===== config.mk =====
export PLATFORM = sky130hd
export DESIGN_NAME = serial_alu
export DESIGN_NICKNAME = d
export VERILOG_FILES = /design/src/rtl/alu_pkg.sv /design/src/rtl/bit_alu.sv /design/src/rtl/serial_alu.sv
export SDC_FILE = /design/constraint.sdc
export NUM_CORES = 1
export LEC_CHECK = 0
export ABC_CLOCK_PERIOD_IN_PS = 5500
export CAP_MARGIN = 25
export CELL_PAD_IN_SITES_DETAIL_PLACEMENT = 1
export CELL_PAD_IN_SITES_GLOBAL_PLACEMENT = 1
export CORE_MARGIN = 3
export CORE_UTILIZATION = 41
export DETAILED_ROUTE_END_ITERATION = 10
export PLACE_DENSITY = 0.86
export SYNTH_ARGS = -nofsm -noshare
export SYNTH_HDL_FRONTEND = slang
export SYNTH_SLANG_ARGS = --single-unit

===== constraint.sdc =====
create_clock -name clk -period 5.5 [get_ports clk]
set_input_delay 1.1 -clock clk [delete_from_list [all_inputs] [get_ports clk]]
set_output_delay 1.1 -clock clk [all_outputs]
set_load 0.01 [all_outputs]

===== src/rtl/alu_pkg.sv =====
// Shared ALU definitions.
// Contains the 4-bit ALU control codes ({Ainvert, Binvert, Operation}),
// the 2-bit slice operation codes, and the serial ALU FSM state encoding.
package alu_pkg;

    // Full control words, {Ainvert, Binvert, Operation[1:0]}
    localparam logic [3:0] ALU_AND = 4'b0000;
    localparam logic [3:0] ALU_OR  = 4'b0001;
    localparam logic [3:0] ALU_ADD = 4'b0010;
    localparam logic [3:0] ALU_SUB = 4'b0110;
    localparam logic [3:0] ALU_SLT = 4'b0111;
    localparam logic [3:0] ALU_NOR = 4'b1100;

    // Operation field as seen by the one-bit slice
    localparam logic [1:0] OP_AND = 2'b00;
    localparam logic [1:0] OP_OR  = 2'b01;
    localparam logic [1:0] OP_ADD = 2'b10;
    localparam logic [1:0] OP_SLT = 2'b11;

    typedef enum logic [1:0] {
        ST_IDLE = 2'b00,
        ST_RUN  = 2'b01,
        ST_DONE = 2'b10
    } serial_state_t;

endpackage


===== src/rtl/bit_alu.sv =====
// One-bit ALU slice.
// Ports:
//   a, b        operand bits
//   less        value returned for operation 11 (set-on-less-than input)
//   a_invert    invert a before use
//   b_invert    invert b before use
//   carry_in    adder carry input
//   operation   00 AND, 01 OR, 10 ADD, 11 LESS
//   result      selected result bit
//   carry_out   adder carry output (valid for every operation)
module bit_alu (
    input  logic       a,
    input  logic       b,
    input  logic       less,
    input  logic       a_invert,
    input  logic       b_invert,
    input  logic       carry_in,
    input  logic [1:0] operation,
    output logic       result,
    output logic       carry_out
);

    logic a_eff;
    logic b_eff;
    logic sum;

    assign a_eff     = a ^ a_invert;
    assign b_eff     = b ^ b_invert;
    assign sum       = a_eff ^ b_eff ^ carry_in;
    assign carry_out = (a_eff & b_eff) | (a_eff & carry_in) | (b_eff & carry_in);

    always_comb begin
        result = 1'b0;
        case (operation)
            2'b00:   result = a_eff & b_eff;
            2'b01:   result = a_eff | b_eff;
            2'b10:   result = sum;
            default: result = less;
        endcase
    end

endmodule


===== src/rtl/serial_alu.sv =====
// Bit-serial ALU: runs one bit_alu slice once per cycle, LSB first.
// Ports:
//   clk, rst    rising-edge clock, asynchronous active-high reset
//   start       request; only accepted in IDLE or DONE
//   a, b        operands, captured on an accepted start
//   alu_ctrl    {Ainvert, Binvert, Operation[1:0]}
//   busy        high while bits are being processed
//   done        one-cycle completion pulse
//   result      registered final result
//   zero        result == 0, registered with result
//   overflow    signed overflow for ADD-class (Operation 10) only
module serial_alu
    import alu_pkg::*;
#(
    parameter int WIDTH = 32
) (
    input  logic             clk,
    input  logic             rst,
    input  logic             start,
    input  logic [WIDTH-1:0] a,
    input  logic [WIDTH-1:0] b,
    input  logic [3:0]       alu_ctrl,
    output logic             busy,
    output logic             done,
    output logic [WIDTH-1:0] result,
    output logic             zero,
    output logic             overflow
);

    localparam int CNT_W = $clog2(WIDTH);

    serial_state_t    state_reg;
    logic [WIDTH-1:0] a_sh_reg;
    logic [WIDTH-1:0] b_sh_reg;
    logic [WIDTH-1:0] res_sh_reg;
    logic [3:0]       ctrl_reg;
    logic [CNT_W-1:0] cnt_reg;
    logic             carry_reg;

    logic             slice_result;
    logic             slice_carry_out;
    logic [1:0]       slice_op;
    logic             last_bit;
    logic             msb_overflow;
    logic             slt_set;
    logic [WIDTH-1:0] shifted_result;
    logic [WIDTH-1:0] final_result;

    // SLT runs the slice as an adder; the less/set decision is made at completion.
    assign slice_op = (ctrl_reg[1:0] == OP_SLT) ? OP_ADD : ctrl_reg[1:0];

    bit_alu u_bit_alu (
        .a         (a_sh_reg[0]),
        .b         (b_sh_reg[0]),
        .less      (1'b0),
        .a_invert  (ctrl_reg[3]),
        .b_invert  (ctrl_reg[2]),
        .carry_in  (carry_reg),
        .operation (slice_op),
        .result    (slice_result),
        .carry_out (slice_carry_out)
    );

    // On the last bit, carry_reg is the carry into the MSB and the slice
    // outputs are the MSB sum and carry out.
    assign last_bit       = (cnt_reg == CNT_W'(WIDTH - 1));
    assign msb_overflow   = carry_reg ^ slice_carry_out;
    assign slt_set        = slice_result ^ msb_overflow;
    assign shifted_result = {slice_result, res_sh_reg[WIDTH-1:1]};
    assign final_result   = (ctrl_reg[1:0] == OP_SLT)
                          ? {{(WIDTH-1){1'b0}}, slt_set}
                          : shifted_result;

    always_ff @(posedge clk or posedge rst) begin
        if (rst) begin
            state_reg  <= ST_IDLE;
            a_sh_reg   <= '0;
            b_sh_reg   <= '0;
            res_sh_reg <= '0;
            ctrl_reg   <= '0;
            cnt_reg    <= '0;
            carry_reg  <= 1'b0;
            busy       <= 1'b0;
            done       <= 1'b0;
            result     <= '0;
            zero       <= 1'b0;
            overflow   <= 1'b0;
        end else begin
            case (state_reg)
                ST_RUN: begin
                    carry_reg  <= slice_carry_out;
                    res_sh_reg <= shifted_result;
                    a_sh_reg   <= a_sh_reg >> 1;
                    b_sh_reg   <= b_sh_reg >> 1;
                    cnt_reg    <= cnt_reg + CNT_W'(1);
                    if (last_bit) begin
                        result    <= final_result;
                        zero      <= (final_result == '0);
                        overflow  <= (ctrl_reg[1:0] == OP_ADD) ? msb_overflow : 1'b0;
                        busy      <= 1'b0;
                        done      <= 1'b1;
                        state_reg <= ST_DONE;
                    end
                end
                default: begin
                    // IDLE and DONE both accept a new request.
                    done <= 1'b0;
                    if (start) begin
                        a_sh_reg  <= a;
                        b_sh_reg  <= b;
                        ctrl_reg  <= alu_ctrl;
                        cnt_reg   <= '0;
                        carry_reg <= alu_ctrl[2];   // +1 for two's-complement subtract
                        busy      <= 1'b1;
                        state_reg <= ST_RUN;
                    end else begin
                        state_reg <= ST_IDLE;
                    end
                end
            endcase
        end
    end

endmodule


==> results.sh, run 1 <==
export IMPL_seq_area_um2=3553
export IMPL_cts_buffer_depth=2
export IMPL_grt_pass1_wl_um=24950
export IMPL_nets=797
export IMPL_routed_via_density=5.205
export IMPL_ys_warn_count=0
export IMPL_numCtsBuffers=17
export IMPL_rsz0062_at_grt="no"
export IMPL_grt_max_degree=124
export IMPL_finalCritPeriodShare_pct=46.15
export IMPL_antenna_found_initial=0
export IMPL_synth_ff_type="dfrtp_1"
export IMPL_synthCells=629
export IMPL_yosys_top_cells_count="nand2_1 (228), dfrtp_1 (142), o21ai_0 (93)"
export IMPL_path_cells="clkdlybuf4s50_1"
export IMPL_clk_latency_ns=0.42
export IMPL_dieWidth_um=128.9
export IMPL_slowest_stage="clkdlybuf4s50_1"
export IMPL_wl_per_cell_um=16.70
export IMPL_cellLeakagePower_nw=3.843
export IMPL_first_iter_violations=259
export IMPL_hpwl_um=9831
export IMPL_cts_tree="done"
export IMPL_yosysTopAreaCell="dfrtp_1"
export IMPL_powerDensity_nw_per_um2=535.1
export IMPL_grt_ovfl_total=0
export IMPL_row_count=44
export IMPL_synth_seq_cells=142
export IMPL_finalMaxSlewViolations=0
export IMPL_vias=4773
export IMPL_portBuffers=106
export IMPL_fillers=1608
export IMPL_synthArstFlopShare_pct=100.0
export IMPL_post_cts_buffers=0
export IMPL_hold_viol=0
export IMPL_wl_um=15310
export IMPL_critPathBufInv=1
export IMPL_outcome="complete, no violations"
export IMPL_cp_required_ns=4.40
export IMPL_drive_above_1_share_pct=6.412
export IMPL_instances_no_fill=917
export IMPL_ys_seq_area_share_pct=57.37
export IMPL_fp_coreArea_um2=14640
export IMPL_die_area_um2=16620
export IMPL_maxCapViolCount=0
export IMPL_relSlewSlack_pct=40.64
export IMPL_syn_num_nets=705
export IMPL_pin_count=107
export IMPL_syn_area_um2=6193
export IMPL_grt_use_total_pct=18.96
export IMPL_routabilityCongestion=0.7532
export IMPL_n_antenna_cell=0
export IMPL_clkTransAtPathRegs_ns=0.05
export IMPL_min_path_type="flop to flop"
export IMPL_synth_edf_count=0
export IMPL_cts_repair_resize_count=0
export IMPL_critPathMaxFanout=3
export IMPL_crit_type="flop to output pin"
export IMPL_ctsRootBufferMaster="clkbuf_16"
export IMPL_multi_input_area_um2=2396
export IMPL_dr_pass1_iters=4
export IMPL_finalSetupTns_ns=0
export IMPL_area_growth_pct=29.84
export IMPL_cts_htree_levels=4
export IMPL_syn_avg_cell_area_um2=9.846
export IMPL_drc_errors=0
export IMPL_synth_top_cells_by_area="dfrtp_1 (57%), nand2_1 (14%), mux2i_1 (11%)"
export IMPL_max_stage_delay_ns=0.62
export IMPL_cp_top_family="buffers and inverters"
export IMPL_clock_sinks=142
export IMPL_peakVddDrop_mv=0.2711
export IMPL_max_freq_ghz=0.3940
export IMPL_dp_cells=882
export IMPL_hold_buffers=0
export IMPL_setup_violations=0
export IMPL_start_kind="flop"
export IMPL_die_h_um=128.9
export IMPL_synth_most_common_cell="nand2_1"
export IMPL_cp_data_arrival_time_ns=1.44
export IMPL_fin_skew_ns=0.007585
export IMPL_synth_cell_types=33
export IMPL_min_period_ns=2.538
export IMPL_synth_top_area_share_pct=57.37
export IMPL_initial_utilization_pct=42.29
export IMPL_worst_pin_slew_ns=0.8904
export IMPL_ant_nets=0
export IMPL_critPathCaptureType="output pin"
export IMPL_grt_pass1_vias=5114
## final cells by class
class / count / area share (%)
sequential: 142 / 44.19
multi-input combinational: 442 / 29.80
timing repair buffer: 113 / 14.72
clock buffer: 21 / 5.850
tap: 184 / 2.863
clock inverter: 10 / 2.287
inverter: 5 / 0.2956
## power by group
part	switching, mW	total, mW	internal [mW]
logic	0.685	1.26	0.574
clock network	0.432	1.27	0.838
registers	0.320	1.77	1.45
## final timing paths
| check | end | cells after the start | slack (ns) | from |
|---|---|---|---|---|
| setup / recovery | done | 1 | 2.96 | done$_DFFE_PP0P_ |
| hold / removal | result[18]$_DFFE_PP0P_ | 2 | 0.48 | result[18]$_DFFE_PP0P_ |
| setup reg to reg | a_sh_reg[11]$_DFFE_PP0P_ | 5 | 3.33 | done$_DFFE_PP0P_ |
| hold reg to reg | result[18]$_DFFE_PP0P_ | 2 | 0.48 | result[18]$_DFFE_PP0P_ |
| max in group asynchronous | res_sh_reg[19]$_DFFE_PP0P_ | 3 | 3.17 | rst |
| min in group asynchronous | b_sh_reg[7]$_DFFE_PP0P_ | 2 | 1.25 | rst |
## layer usage
| metal | share of wire (%) | GRT usage (%) | up-vias |
|---|---|---|---|
| met5 | 0 | 0 | - |
| met4 | 1.7 | 6.547 | 0 |
| met3 | 4.8 | 5.853 | 22 |
| li1 | - | - | 2266 |
| met1 | 42 | 21.78 | 2389 |
| met2 | 52 | 33.48 | 96 |
## per-stage QoR
stage          utilization [%]  hold slack (ns)  cell area, um^2  setup WS (ns)  total power, mW
2_1_floorplan                -           0.4490             6193         0.5904            2.504
3_3_place_gp             49.74           0.4591             7284          2.693            2.879
3_5_place_dp             49.74           0.4714             7284          2.617            3.004
4_1_cts                  54.21           0.4874             7939          2.800            4.309
5_1_grt                  54.91           0.5136             8041          2.865            4.614
6_report                 54.91           0.4767             8041          2.962            4.303
## cell families (layout without fill, tap and decap cells)
| kind of cell | count (synthesis) | count (layout) | synth area share, % |
|---|---|---|---|
| adder cells (fa/ha/maj) | 5 | 5 | 1.131 |
| AO/OA/AOI/OAI | 106 | 106 | 8.889 |
| AND/OR/NAND/NOR | 257 | 257 | 16.73 |
| XOR/XNOR | 5 | 5 | 0.7072 |
| multiplexers | 69 | 69 | 11.23 |
| buffers and inverters | 45 | 149 | 3.939 |
| flip-flops | 142 | 142 | 57.37 |
## layout by cell type, fill, tap and decap left out, types with 2 or more instances in the layout
cell type and count:
clkbuf_8 3, o21ai_1 6, clkinvlp_4 2, nand3b_1 2, clkbuf_16 17, bufinv_16 5
mux2i_1 65, nand2_1 228, buf_4 4, nand4_1 2, clkinv_2 2, buf_16 3
xor2_1 3, ha_1 4, clkdlybuf4s50_1 105, nand2b_1 2, inv_6 2, o21ai_0 93
inv_1 4, nor4_1 7, nor2_1 8, a21oi_1 3, dfrtp_1 142, xnor2_1 2
mux2_2 4
No activity file was read; power rests on OpenSTA's default activity.
==> run 2, diff against run 1 <==
--- a/config.mk
+++ b/config.mk
@@ -5,14 +5,14 @@
 export SDC_FILE = /design/constraint.sdc
 export NUM_CORES = 1
 export LEC_CHECK = 0
-export ABC_CLOCK_PERIOD_IN_PS = 5500
+export ABC_CLOCK_PERIOD_IN_PS = 2100
 export CAP_MARGIN = 25
 export CELL_PAD_IN_SITES_DETAIL_PLACEMENT = 1
 export CELL_PAD_IN_SITES_GLOBAL_PLACEMENT = 1
 export CORE_MARGIN = 3
-export CORE_UTILIZATION = 41
+export CORE_UTILIZATION = 37
 export DETAILED_ROUTE_END_ITERATION = 10
-export PLACE_DENSITY = 0.86
+export PLACE_DENSITY = 0.82
 export SYNTH_ARGS = -nofsm -noshare
 export SYNTH_HDL_FRONTEND = slang
 export SYNTH_SLANG_ARGS = --single-unit
==> constraint.sdc (replaced) <==
create_clock -name clk -period 2.1 [get_ports clk]
set_input_delay 0.42 -clock clk [delete_from_list [all_inputs] [get_ports clk]]
set_output_delay 0.42 -clock clk [all_outputs]
set_load 0.01 [all_outputs]
==> run 2 against run 1 <==
Sequential share of layout area decreased by 0.18 points. Worst hold slack worse by 0.013 ns. Cell count rose by 4.1%. Combinational power increased to 2.6 times the previous value. Highest routed layer unchanged. Sequential power rose to 2.6 times the previous value. Routed wire length down 2.0%. Flip-flop and latch count unchanged.
==> results.sh, run 2 (synthesis results as in run 1) <==
export IMPL_dr_pass1_iters=4
export IMPL_fin_util_pct=50.10
export IMPL_antenna_found_initial=0
export IMPL_seqPwrFrac_pct=42.3
export IMPL_cts_tree="done"
export IMPL_mostFrequentLayoutCells="nand2_1 (228), dfrtp_1 (142), clkdlybuf4s50_1 (105)"
export IMPL_grt_ovfl_total=0
export IMPL_grt_use_total_pct=17.32
export IMPL_power_frac_clock_pct=27.3
export IMPL_initial_utilization_pct=38.43
export IMPL_dieWidth_um=135.4
export IMPL_drc_errors=0
export IMPL_cp_data_arrival_time_ns=2.30
export IMPL_grt_pass1_vias=5187
export IMPL_path_cells="xor2_2 > inv_1 > fa_1 > xnor2_2 > and4_1 > nor4_2 > a22o_1"
export IMPL_r2r_end="zero$_DFFE_PP0P_"
export IMPL_finalSetupTns_ns=0
export IMPL_hold_path_endpoint="overflow$_DFFE_PP0P_"
export IMPL_cell_internal_pwr_mw=7.277
export IMPL_clkTransAtPathRegs_ns=0.06
export IMPL_area_growth_pct=30.36
export IMPL_rrSetupSlack_ns=0.09
export IMPL_pin_count=107
export IMPL_first_iter_violations=197
export IMPL_numCtsBuffers=17
export IMPL_rsz0062_at_grt="no"
export IMPL_power_switching_mw=3.686
export IMPL_row_count=46
export IMPL_portBuffers=106
export IMPL_die_h_um=135.4
export IMPL_n_antenna_cell=0
export IMPL_wl_um=15000
export IMPL_grt_max_degree=141
export IMPL_cellLeakagePower_nw=3.840
export IMPL_worst_pin_slew_ns=0.5033
export IMPL_final_common_cell="nand2_1"
export IMPL_rr_worst_depth=7
export IMPL_power_mw=10.96
export IMPL_ctsRootBufferMaster="clkbuf_16"
export IMPL_nets=802
export IMPL_crit_type="flop to flop"
export IMPL_critPathCaptureType="flop"
export IMPL_max_stage_delay_ns=0.46
export IMPL_ant_nets=0
export IMPL_cts_htree_levels=4
export IMPL_vias=4690
export IMPL_finalMaxSlewViolations=0
export IMPL_start_kind="flop"
export IMPL_drive_above_1_share_pct=6.901
export IMPL_r2r_start="ctrl_reg[3]$_DFFE_PP0P_"
export IMPL_routabilityCongestion=0.7651
export IMPL_min_from="overflow$_DFFE_PP0P_"
export IMPL_slowest_stage="fa_1"
export IMPL_fin_skew_ns=0.006243
export IMPL_outcome="complete, no violations"
export IMPL_min_path_cells=2
export IMPL_powerDensity_nw_per_um2=1358
export IMPL_p_comb_share_pct=30.4
export IMPL_wl_per_cell_um=15.71
export IMPL_fillers=1766
export IMPL_clk_latency_ns=0.41
export IMPL_setup_violations=0
export IMPL_max_freq_ghz=0.4979
export IMPL_hold_viol=0
export IMPL_critPathMaxFanout=4
export IMPL_cts_buffer_depth=2
export IMPL_maxCapViolCount=0
export IMPL_grt_pass1_wl_um=25360
export IMPL_finalCritPeriodShare_pct=95.63
export IMPL_hpwl_um=10350
export IMPL_fp_coreArea_um2=16120
export IMPL_hold_buffers=0
export IMPL_relSlewSlack_pct=66.45
export IMPL_peakVddDrop_mv=0.6216
export IMPL_min_period_ns=2.008
export IMPL_die_area_um2=18330
export IMPL_cp_required_ns=2.39
export IMPL_clock_sinks=142
export IMPL_routed_via_density=4.911
export IMPL_min_path_type="flop to flop"
export IMPL_netSwitchingFraction_pct=33.62
## run 2: worst max-delay path by stage
stage                            start                 endpoint  slack [ns]  cells after the start
2_1_floorplan                      rst  a_sh_reg[0]$_DFFE_PP0P_        -0.1                      1
3_3_place_gp   a_sh_reg[0]$_DFFE_PP0P_         zero$_DFFE_PP0P_        0.11                      7
3_5_place_dp   a_sh_reg[0]$_DFFE_PP0P_         zero$_DFFE_PP0P_       -0.05                      7
4_1_cts        a_sh_reg[0]$_DFFE_PP0P_         zero$_DFFE_PP0P_        0.04                      7
5_1_grt        ctrl_reg[3]$_DFFE_PP0P_         zero$_DFFE_PP0P_       0.005                      7
6_report       ctrl_reg[3]$_DFFE_PP0P_         zero$_DFFE_PP0P_        0.09                      7
## run 2: routing by layer
metal / track usage (%) / share of wire, % / vias to the layer above
li1: - / - / 2275
met3: 5.535 / 5.8 / 12
met2: 30.25 / 52 / 98
met1: 20.46 / 41 / 2305
met5: 0 / 0 / -
met4: 5.095 / 1.0 / 0
## run 2: critical path: cells and delay by family, from the launching register on
family	cells	cell delay, ns
fa+ha+maj	1	0.46
xor+xnor	2	0.43
flops	1	0.40
simple gates	2	0.29
compound gates	1	0.21
buf+inv	1	0.09
## run 2: repair_timing
action / CTS / global route
setup endpoints to repair: 1 / 1
pin swaps: 0 / 2
hold endpoints to repair: 0 / 0
gates resized for setup: 1 / 2
gates cloned: 0 / 0
buffers inserted: 0 / 1
## run 2: area by class of cell
| class | instances | area [um^2] | area share [%] |
|---|---|---|---|
| sequential | 142 | 3553 | 44.01 |
| multi-input combinational | 442 | 2419 | 29.96 |
| timing repair buffer | 118 | 1224 | 15.16 |
| clock buffer | 25 | 475.5 | 5.889 |
| tap | 216 | 270.3 | 3.347 |
| clock inverter | 7 | 110.1 | 1.364 |
| inverter | 5 | 22.52 | 0.2789 |
## run 2: through the flow
step | cells | hold WS, ns | worst slack [ns] | instance area (um^2)
floorplan | 629 | 0.4490 | -0.09707 | 6197
global placement | 922 | 0.4601 | 0.1071 | 7458
detailed placement | 922 | 0.4545 | -0.05228 | 7458
CTS | 954 | 0.4674 | 0.03638 | 8051
global route | 955 | 0.5033 | 0.005416 | 8074
finish | 955 | 0.4639 | 0.09172 | 8074
## run 2: power groups by stage
stage	logic (mW)	clock network (mW)	registers (mW)
floorplan	2.03	0	4.53
global placement	3.03	0	4.56
detailed placement	3.29	0	4.67
CTS	3.36	3.08	4.64
global route	3.82	3.21	4.79
finish	3.33	3.00	4.63
